==> config.mk <==
export PLATFORM = sky130hd
export DESIGN_NAME = lc3_chk_fifo
export DESIGN_NICKNAME = d
export VERILOG_FILES = /design/src/rtl/lc3_chk_pkg.sv /design/src/rtl/lc3_chk_fifo.sv
export SDC_FILE = /design/constraint.sdc
export NUM_CORES = 1
export LEC_CHECK = 0
export BUFFER_PORTS_ARGS = -buffer_cell sky130_fd_sc_hd__buf_2
export CORE_AREA = 2 2 112 114
export CTS_CLUSTER_SIZE = 16
export DETAILED_ROUTE_END_ITERATION = 8
export DIE_AREA = 0 0 114 116
export PLACE_DENSITY = 0.63
export SLEW_MARGIN = 20
export SYNTH_ARGS = -nofsm -noshare
export SYNTH_HDL_FRONTEND = slang
export SYNTH_SLANG_ARGS = --single-unit
export TNS_END_PERCENT = 1
==> constraint.sdc <==
create_clock -name clk -period 5.1 [get_ports clk]
set_input_delay 1.02 -clock clk [delete_from_list [all_inputs] [get_ports clk]]
set_output_delay 1.02 -clock clk [all_outputs]
set_load 0.02 [all_outputs]
==> src/rtl/lc3_chk_pkg.sv <==
// Shared types and helpers for the LC3 N-channel lockstep checker.
package lc3_chk_pkg;

  localparam int unsigned DefDataW = 16;
  localparam int unsigned DefAddrW = 16;
  localparam int unsigned MaxCh    = 8;

  typedef struct packed {
    logic                we;
    logic [DefAddrW-1:0] addr;
    logic [DefDataW-1:0] data;
  } txn_t;

  // Lowest-index enabled channel; 0 when nothing is enabled.
  function automatic logic [2:0] ref_index(input logic [MaxCh-1:0] mask);
    logic [2:0] idx;
    idx = '0;
    for (int i = MaxCh - 1; i >= 0; i--) begin
      if (mask[i]) idx = 3'(i);
    end
    return idx;
  endfunction

endpackage

==> src/rtl/lc3_chk_fifo.sv <==
// Single-channel transaction FIFO; a push into a full FIFO lands only if it pops at the same edge.
module lc3_chk_fifo
  import lc3_chk_pkg::*;
#(
  parameter type         T     = txn_t,
  parameter int unsigned DEPTH = 4
) (
  input  logic clk,
  input  logic reset,
  input  logic flush,
  input  logic push,
  input  logic pop,
  input  T     din,
  output T     dout,
  output logic full,
  output logic empty
);

  localparam int unsigned PtrW = $clog2(DEPTH);

  T               mem_q [DEPTH];
  logic [PtrW:0]  wr_q;
  logic [PtrW:0]  rd_q;
  logic           do_push;
  logic           do_pop;

  assign empty   = (wr_q == rd_q);
  assign full    = (wr_q[PtrW] != rd_q[PtrW]) && (wr_q[PtrW-1:0] == rd_q[PtrW-1:0]);
  assign do_pop  = pop && !empty;
  assign do_push = push && (!full || do_pop);
  assign dout    = mem_q[rd_q[PtrW-1:0]];

  always_ff @(posedge clk) begin
    if (reset || flush) begin
      wr_q <= '0;
      rd_q <= '0;
    end else begin
      if (do_push) wr_q <= wr_q + 1'b1;
      if (do_pop)  rd_q <= rd_q + 1'b1;
    end
  end

  always_ff @(posedge clk) begin
    if (do_push && !reset && !flush) mem_q[wr_q[PtrW-1:0]] <= din;
  end

endmodule

# Word level (Yosys, flattened, before mapping)
# Memory sizes are Yosys's and may differ from the RTL's. A register that Yosys moved wholly into a read port is not among the register bits.
# Cells that the tools add are included.
# totals
word_cells	23
out_inout_bits	35
n_memories	1
input_bits	38
ff_bits	6
ram_bits	132
# classes
n_eq_ne	3
muxes	4
reduce_logical	11
add_sub_neg	2
# mem_list
memory	words	word_bits	rd	rd_ports_with_merged_regs	write_ports	line	text
mem_q	4	33	1	1	1	lc3_chk_fifo.sv:21	T mem_q [DEPTH];
# op_table
op	n
$add 3x1->3 const B	2
$logic_and 1x1->1	5
$logic_not 1->1	4
$mux 2	2
$eq 3x3->1	1
$eq 2x2->1	1
$logic_or 1x1->1	2
$mux 1	2
$ne 1x1->1	1

# Logic depth before layout (Yosys ltp)
# Gate-level depths: netlist (run 1).
# logic_depth
word_depth	9
depth_mapped	4
mapped_depth_nobuf	4

# Worst setup path before layout (run 1)
# Ideal clock, no wire load.
# synth_path
path_type	input to register
startpoint	input port reset
endpoint	memory mem_q[0][0] (netlist bit), enable pin
path_buffers	0
path_slack_ps	1083
path_stages	3
arrival_ps	3553
setup_time_ps	464
t_required_ps	4636
path_cell_list	nor2_1 o41ai_2 nor3_1
# synth_via
elab_chain_len	5
# synth_rtl
item	line	text
start: declaration	lc3_chk_fifo.sv:9	input logic reset,
$logic_not 1->1	lc3_chk_fifo.sv:44	if (do_push && !reset && !flush) mem_q[wr_q[PtrW-1:0]] <= din;
$logic_and 1x1->1 (2 in a row)	lc3_chk_fifo.sv:44	
$mux 1	lc3_chk_fifo.sv:44	
$mux 1 (implied by the code)	lc3_chk_fifo.sv:44	
end: declaration	lc3_chk_fifo.sv:21	
# Every way passes these cells.

==> results of run 1 <==
[how the worst min path moves through the flow]
stage / start / to / slack (ps)
detailed placement: wr_q[2]$_SDFFE_PP0P_ / wr_q[2]$_SDFFE_PP0P_ / 510
floorplan: wr_q[2]$_SDFFE_PP0P_ / wr_q[2]$_SDFFE_PP0P_ / 480
global route: wr_q[2]$_SDFFE_PP0P_ / wr_q[2]$_SDFFE_PP0P_ / 550
finish: wr_q[2]$_SDFFE_PP0P_ / wr_q[2]$_SDFFE_PP0P_ / 510
CTS: wr_q[2]$_SDFFE_PP0P_ / wr_q[2]$_SDFFE_PP0P_ / 520
global placement: wr_q[2]$_SDFFE_PP0P_ / wr_q[2]$_SDFFE_PP0P_ / 520
[through the flow]
step                utilization  cell area [µm²]
global placement          0.492             5860
finish                    0.543             6460
floorplan                     -             5280
CTS                       0.543             6460
global route              0.543             6460
detailed placement        0.492             5860
[layout make-up]
cell class                      count  area (µm²)
Clock buffer                       20         437
Clock inverter                     12         171
Fill cell                         946        5450
Inverter                            9        33.8
Multi-Input combinational cell     78        1100
Sequential cell                   140        4130
Tap cell                          147         184
Timing Repair Buffer               79         413
[worst max-delay path: stages, from the launching register on]
cell	delay, ps
dfxtp_2	680
buf_4	470
mux4_2	580
buf_2	180
[cells in the final DEF, fill, tap and decap left out, drive strengths merged]
master | synthesis | layout
mux4 | 33 | 33
o311ai | 1 | 1
bufinv | 0 | 4
buf | 7 | 79
o211ai | 2 | 2
nor3 | 3 | 3
or3 | 2 | 2
xor2 | 3 | 3
xnor2 | 3 | 3
a41oi | 2 | 2
a31oi | 1 | 1
mux2i | 6 | 6
inv | 9 | 9
nand3 | 1 | 1
ha | 5 | 5
nor4b | 1 | 1
nor2 | 3 | 3
edfxtp | 132 | 132
clkbuf | 2 | 20
clkinvlp | 0 | 1
dfxtp | 8 | 8
o41ai | 1 | 1
nand2 | 11 | 11
clkinv | 0 | 7
[flip-flops by register name, summed over array words and instances, names as in the netlist, named ones only]
register,cells
rd_q,3
wr_q,3
mem_q,132
[cell families after synthesis]
family | synth area share
DFF | 0.781
muxes | 0.152
and+or+nand+nor | 0.0178
buffers and inverters | 0.0154
AOI/OAI and AO/OA | 0.0121
xor gates and xnor gates | 0.00995
adders and majority gates | 0.0118
[metal layers]
metal | share of wire | wire length, µm | GRT usage
met1 | 0.41 | 3650 | 0.172
met5 | 0 | 0 | 0
met2 | 0.52 | 4670 | 0.242
met3 | 0.052 | 464 | 0.0570
met4 | 0.016 | 142 | 0.0569
[power breakdown]
part | leakage (nW) | internal, mW | switching (mW)
Sequential | 1.26 | 1.27 | 0.00523
Combinational | 0.650 | 0.0364 | 0.0528
Clock | 0.293 | 0.814 | 0.432
Total | 2.20 | 2.12 | 0.490
==> results_dict.tcl, run 1 <==
set metrics [dict create \
    yosys_register_bits 140 \
    power.leakage_nw 2.20 \
    rows 40 \
    yosys-top-cells-count "edfxtp_1, mux4_2, nand2_1, inv_1, dfxtp_1" \
    grt_max_degree 34 \
    period_needed_ps 3350 \
    slew_headroom 0.317 \
    hold_ws_ps 512 \
    crit_arrival_ps 2330 \
    ys_seq_area_frac 0.781 \
    endpoint "dout[5]" \
    yosysTopAreaCell "edfxtp_1" \
    synthCells 236 \
    gr-total-overflow 0 \
    hold_class "register to register" \
    yosysMostFrequentCell "edfxtp_1" \
    numCtsBuffers 17 \
    power.total_mw 2.61 \
    dieArea_mm2 0.0132 \
    grt_pass1_wl_um 13700 \
    wl_per_cell_um 18.4 \
    vias 2480 \
    tritoncts "done" \
    vias_per_cell 5.11 \
    clock_sinks 140 \
    r2r-start "rd_q[2]$_SDFFE_PP0N_" \
    synthTopCellsByArea "edfxtp_1, mux4_2, dfxtp_1" \
    dieHeight_um 116 \
    cts-root-buf "clkbuf_16" \
    cap_violations 0 \
    globalplace.congestion 0.811 \
    synth_top_area_share 0.751 \
    syn_area_mm2 0.00528 \
    hpwlAfterDp_um 5530 \
    worst_slack_ps 1750 \
    area_delta_synth_final_pct 22.4 \
    grt_pass1_vias 2583 \
    ff2ff_path_depth 3 \
    cts_resized 0 \
    drt_iter0_markers 186 \
    layoutNonFillerInstCount 485 \
    fmax_mhz 298 \
    antenna_found_initial 0 \
    ys_async_sr_fraction 0 \
    htreeDepth 4 \
    rrSetupSlack_ps 2910 \
    ctsHoldBuffers 0 \
    hold_viol 0 \
    die_width_um 114 \
    clk_pin_slew_ps 50 \
    pin_count 73 \
    ys_types 22 \
    tightestPinTransition_ps 1020 \
    drc_errors 0 \
    start_util 0.443 \
    timing.rr.end "mem_q[3][16]$_DFFE_PP_" \
    peakVddDrop_mv 0.162 \
    synth_edf_count 132 \
    skew_ps 8.28 \
    worst_ep_required_time_ps 4080 \
    track_usage 0.145 \
    period_share 0.658 \
    worstSetupPathType "register to output pin" \
    mappedNetlistNets 279 \
    clock_tree.buffer_depth 2 \
    crit_path_start_kind "register" \
    dp.cells 453 \
    hold-path-cell-count 2 \
    portBuffers 72 \
    wirelength_um 8930 \
    p_per_area_mw_per_mm2 404 \
    rsz0062_at_grt "false" \
    yosysWarnings 0 \
    endpoint_kind "output pin" \
    maxSlewViolCount 0 \
    clk_latency_ps 410 \
    worst-path-max-fanout 19 \
    status "completed" \
    ys.flop_type "edfxtp_1" \
    core-area_mm2 0.0119 \
    first_pass_iters 4 \
    ant_nets 0 \
    avgSynthCellArea_um2 22.4 \
    drive_gt1_frac 0.432 \
    pre_cts_ws_ps 1820 \
    n_antenna_cell 0 \
    setup_tns_ps 0 \
    setup_violations 0 \
    post_cts_buffers 0 \
    fin_nets 368 \
]
(Power assumes the default switching activity.)
==> run 2, diff against run 1 <==
- PLACE_DENSITY: 0.63 -> 0.65
- clock period: 5.1 -> 3 ns (I/O delays scaled with it)
==> results_dict.tcl, run 2 (synthesis results as in run 1) <==
set metrics [dict create \
    track_usage 0.147 \
    power_frac_comb 0.034 \
    p_per_area_mw_per_mm2 692 \
    crit_path_start_kind "register" \
    layoutNonFillerInstCount 487 \
    ant_nets 0 \
    tritoncts "done" \
    wirelength_um 8960 \
    period_share 0.815 \
    hold_class "input pin to register" \
    setup_violations 0 \
    vias_per_cell 5.19 \
    cap_violations 0 \
    worstSetupPathType "register to output pin" \
    fillers 923 \
    drc_errors 0 \
    ff2ff_path_depth 4 \
    layout_common_cells "edfxtp_1, buf_2, mux4_2" \
    gr-total-overflow 0 \
    worst_ep_required_time_ps 2400 \
    grt_pass1_vias 2648 \
    fin_nets 370 \
    n_antenna_cell 0 \
    crit_arrival_ps 1840 \
    worst-path-max-fanout 19 \
    status "completed" \
    hold_viol 0 \
    portBuffers 72 \
    drive_gt1_frac 0.435 \
    grt_pass1_wl_um 14000 \
    core-area_mm2 0.0119 \
    switchingPower_mw 0.832 \
    globalplace.congestion 0.807 \
    rows 40 \
    area_delta_synth_final_pct 23.5 \
    rrSetupSlack_ps 920 \
    dp.cells 454 \
    peakVddDrop_mv 0.357 \
    final_common_cell "edfxtp_1" \
    first_pass_iters 4 \
    largest_reg_flops 132 \
    internal-power_mw 3.68 \
    numCtsBuffers 17 \
    ctsHoldBuffers 0 \
    r2r-start "rd_q[2]$_SDFFE_PP0N_" \
    grt_max_degree 34 \
    timing.rr.end "mem_q[3][4]$_DFFE_PP_" \
    cts_resized 0 \
    final-seq-area_mm2 0.00413 \
    vias 2526 \
    dieArea_mm2 0.0132 \
    hold_path_end "mem_q[3][17]$_DFFE_PP_" \
    antenna_found_initial 0 \
    power.leakage_nw 2.23 \
    slew_headroom 0.529 \
    skew_ps 5.06 \
    tightestPinTransition_ps 700 \
    rsz0062_at_grt "false" \
    wl_per_cell_um 18.4 \
    clk_pin_slew_ps 60 \
    seqPwrFrac 0.480 \
    htreeDepth 4 \
    hold-path-cell-count 1 \
    dieHeight_um 116 \
    setup_tns_ps 0 \
    power.total_mw 4.51 \
    clock_tree.buffer_depth 2 \
    clock_sinks 140 \
    die_width_um 114 \
    cts-root-buf "clkbuf_16" \
    start_util 0.443 \
    p_clk_frac 0.486 \
    maxSlewViolCount 0 \
    switching_share 0.184 \
    fmax_mhz 409 \
    hpwlAfterDp_um 5420 \
    pin_count 73 \
    drt_iter0_markers 141 \
    multiInputGateArea_mm2 0.00110 \
    clk_latency_ps 400 \
    endpoint_kind "output pin" \
    period_needed_ps 2440 \
    post_cts_buffers 0 \
    hp-start "din[17]" \
]
## run 2: cell count changes in the layout (fill, tap and decap cells not counted)
cell       previous run  this run
buf_4                 7         8
clkinv_4              3         2
bufinv_16             4         5
clkinv_1              2         4
buf_16                0         1
clkbuf_1              3         1
## run 2: how the worst max path moves through the flow
stage,end,depth (start not counted)
finish,dout[30],3
global route,dout[30],3
CTS,dout[30],3
detailed placement,mem_q[3][8]$_DFFE_PP_,4
global placement,mem_q[3][8]$_DFFE_PP_,4
floorplan,mem_q[0][0]$_DFFE_PP_,3
## run 2: power groups by stage
stage          sequential [mW]  combinational, mW  clock, mW
2_1_floorplan             2.21             0.0816          0
3_3_place_gp              2.20              0.155          0
3_5_place_dp              2.21              0.158          0
4_1_cts                   2.16              0.159       2.23
5_1_grt                   2.17              0.170       2.31
6_report                  2.16              0.155       2.19
## run 2: layout make-up
class / instances / area share
Clock buffer: 18 / 0.0658
Clock inverter: 14 / 0.0307
Inverter: 9 / 0.00518
Multi-Input combinational cell: 78 / 0.168
Sequential cell: 140 / 0.633
Tap cell: 147 / 0.0282
Timing Repair Buffer: 81 / 0.0687
## run 2: stage by stage
| stage | setup slack, ps | area (µm²) | hold slack (ps) | utilization |
|---|---|---|---|---|
| after CTS | 489 | 6490 | 396 | 0.545 |
| after global routing | 461 | 6520 | 399 | 0.547 |
| after global placement | 654 | 5860 | 497 | 0.492 |
| after floorplan | -597 | 5280 | 479 | - |
| final | 556 | 6520 | 414 | 0.547 |
| after detailed placement | 626 | 5860 | 518 | 0.492 |
## run 2: layer usage
metal	routed length (µm)	part of all wire	up-vias	global-route usage
li1	-	-	1154	-
met1	3920	0.44	1310	0.183
met2	4600	0.51	54	0.247
met3	365	0.041	8	0.0455
met4	80	0.0089	0	0.0488
met5	0	0	-	0
## run 2: worst max-delay path, cell delays in order (launching register included)
cell and delay (ps):
dfxtp_2 650, buf_4 270, mux4_2 340, buf_2 180
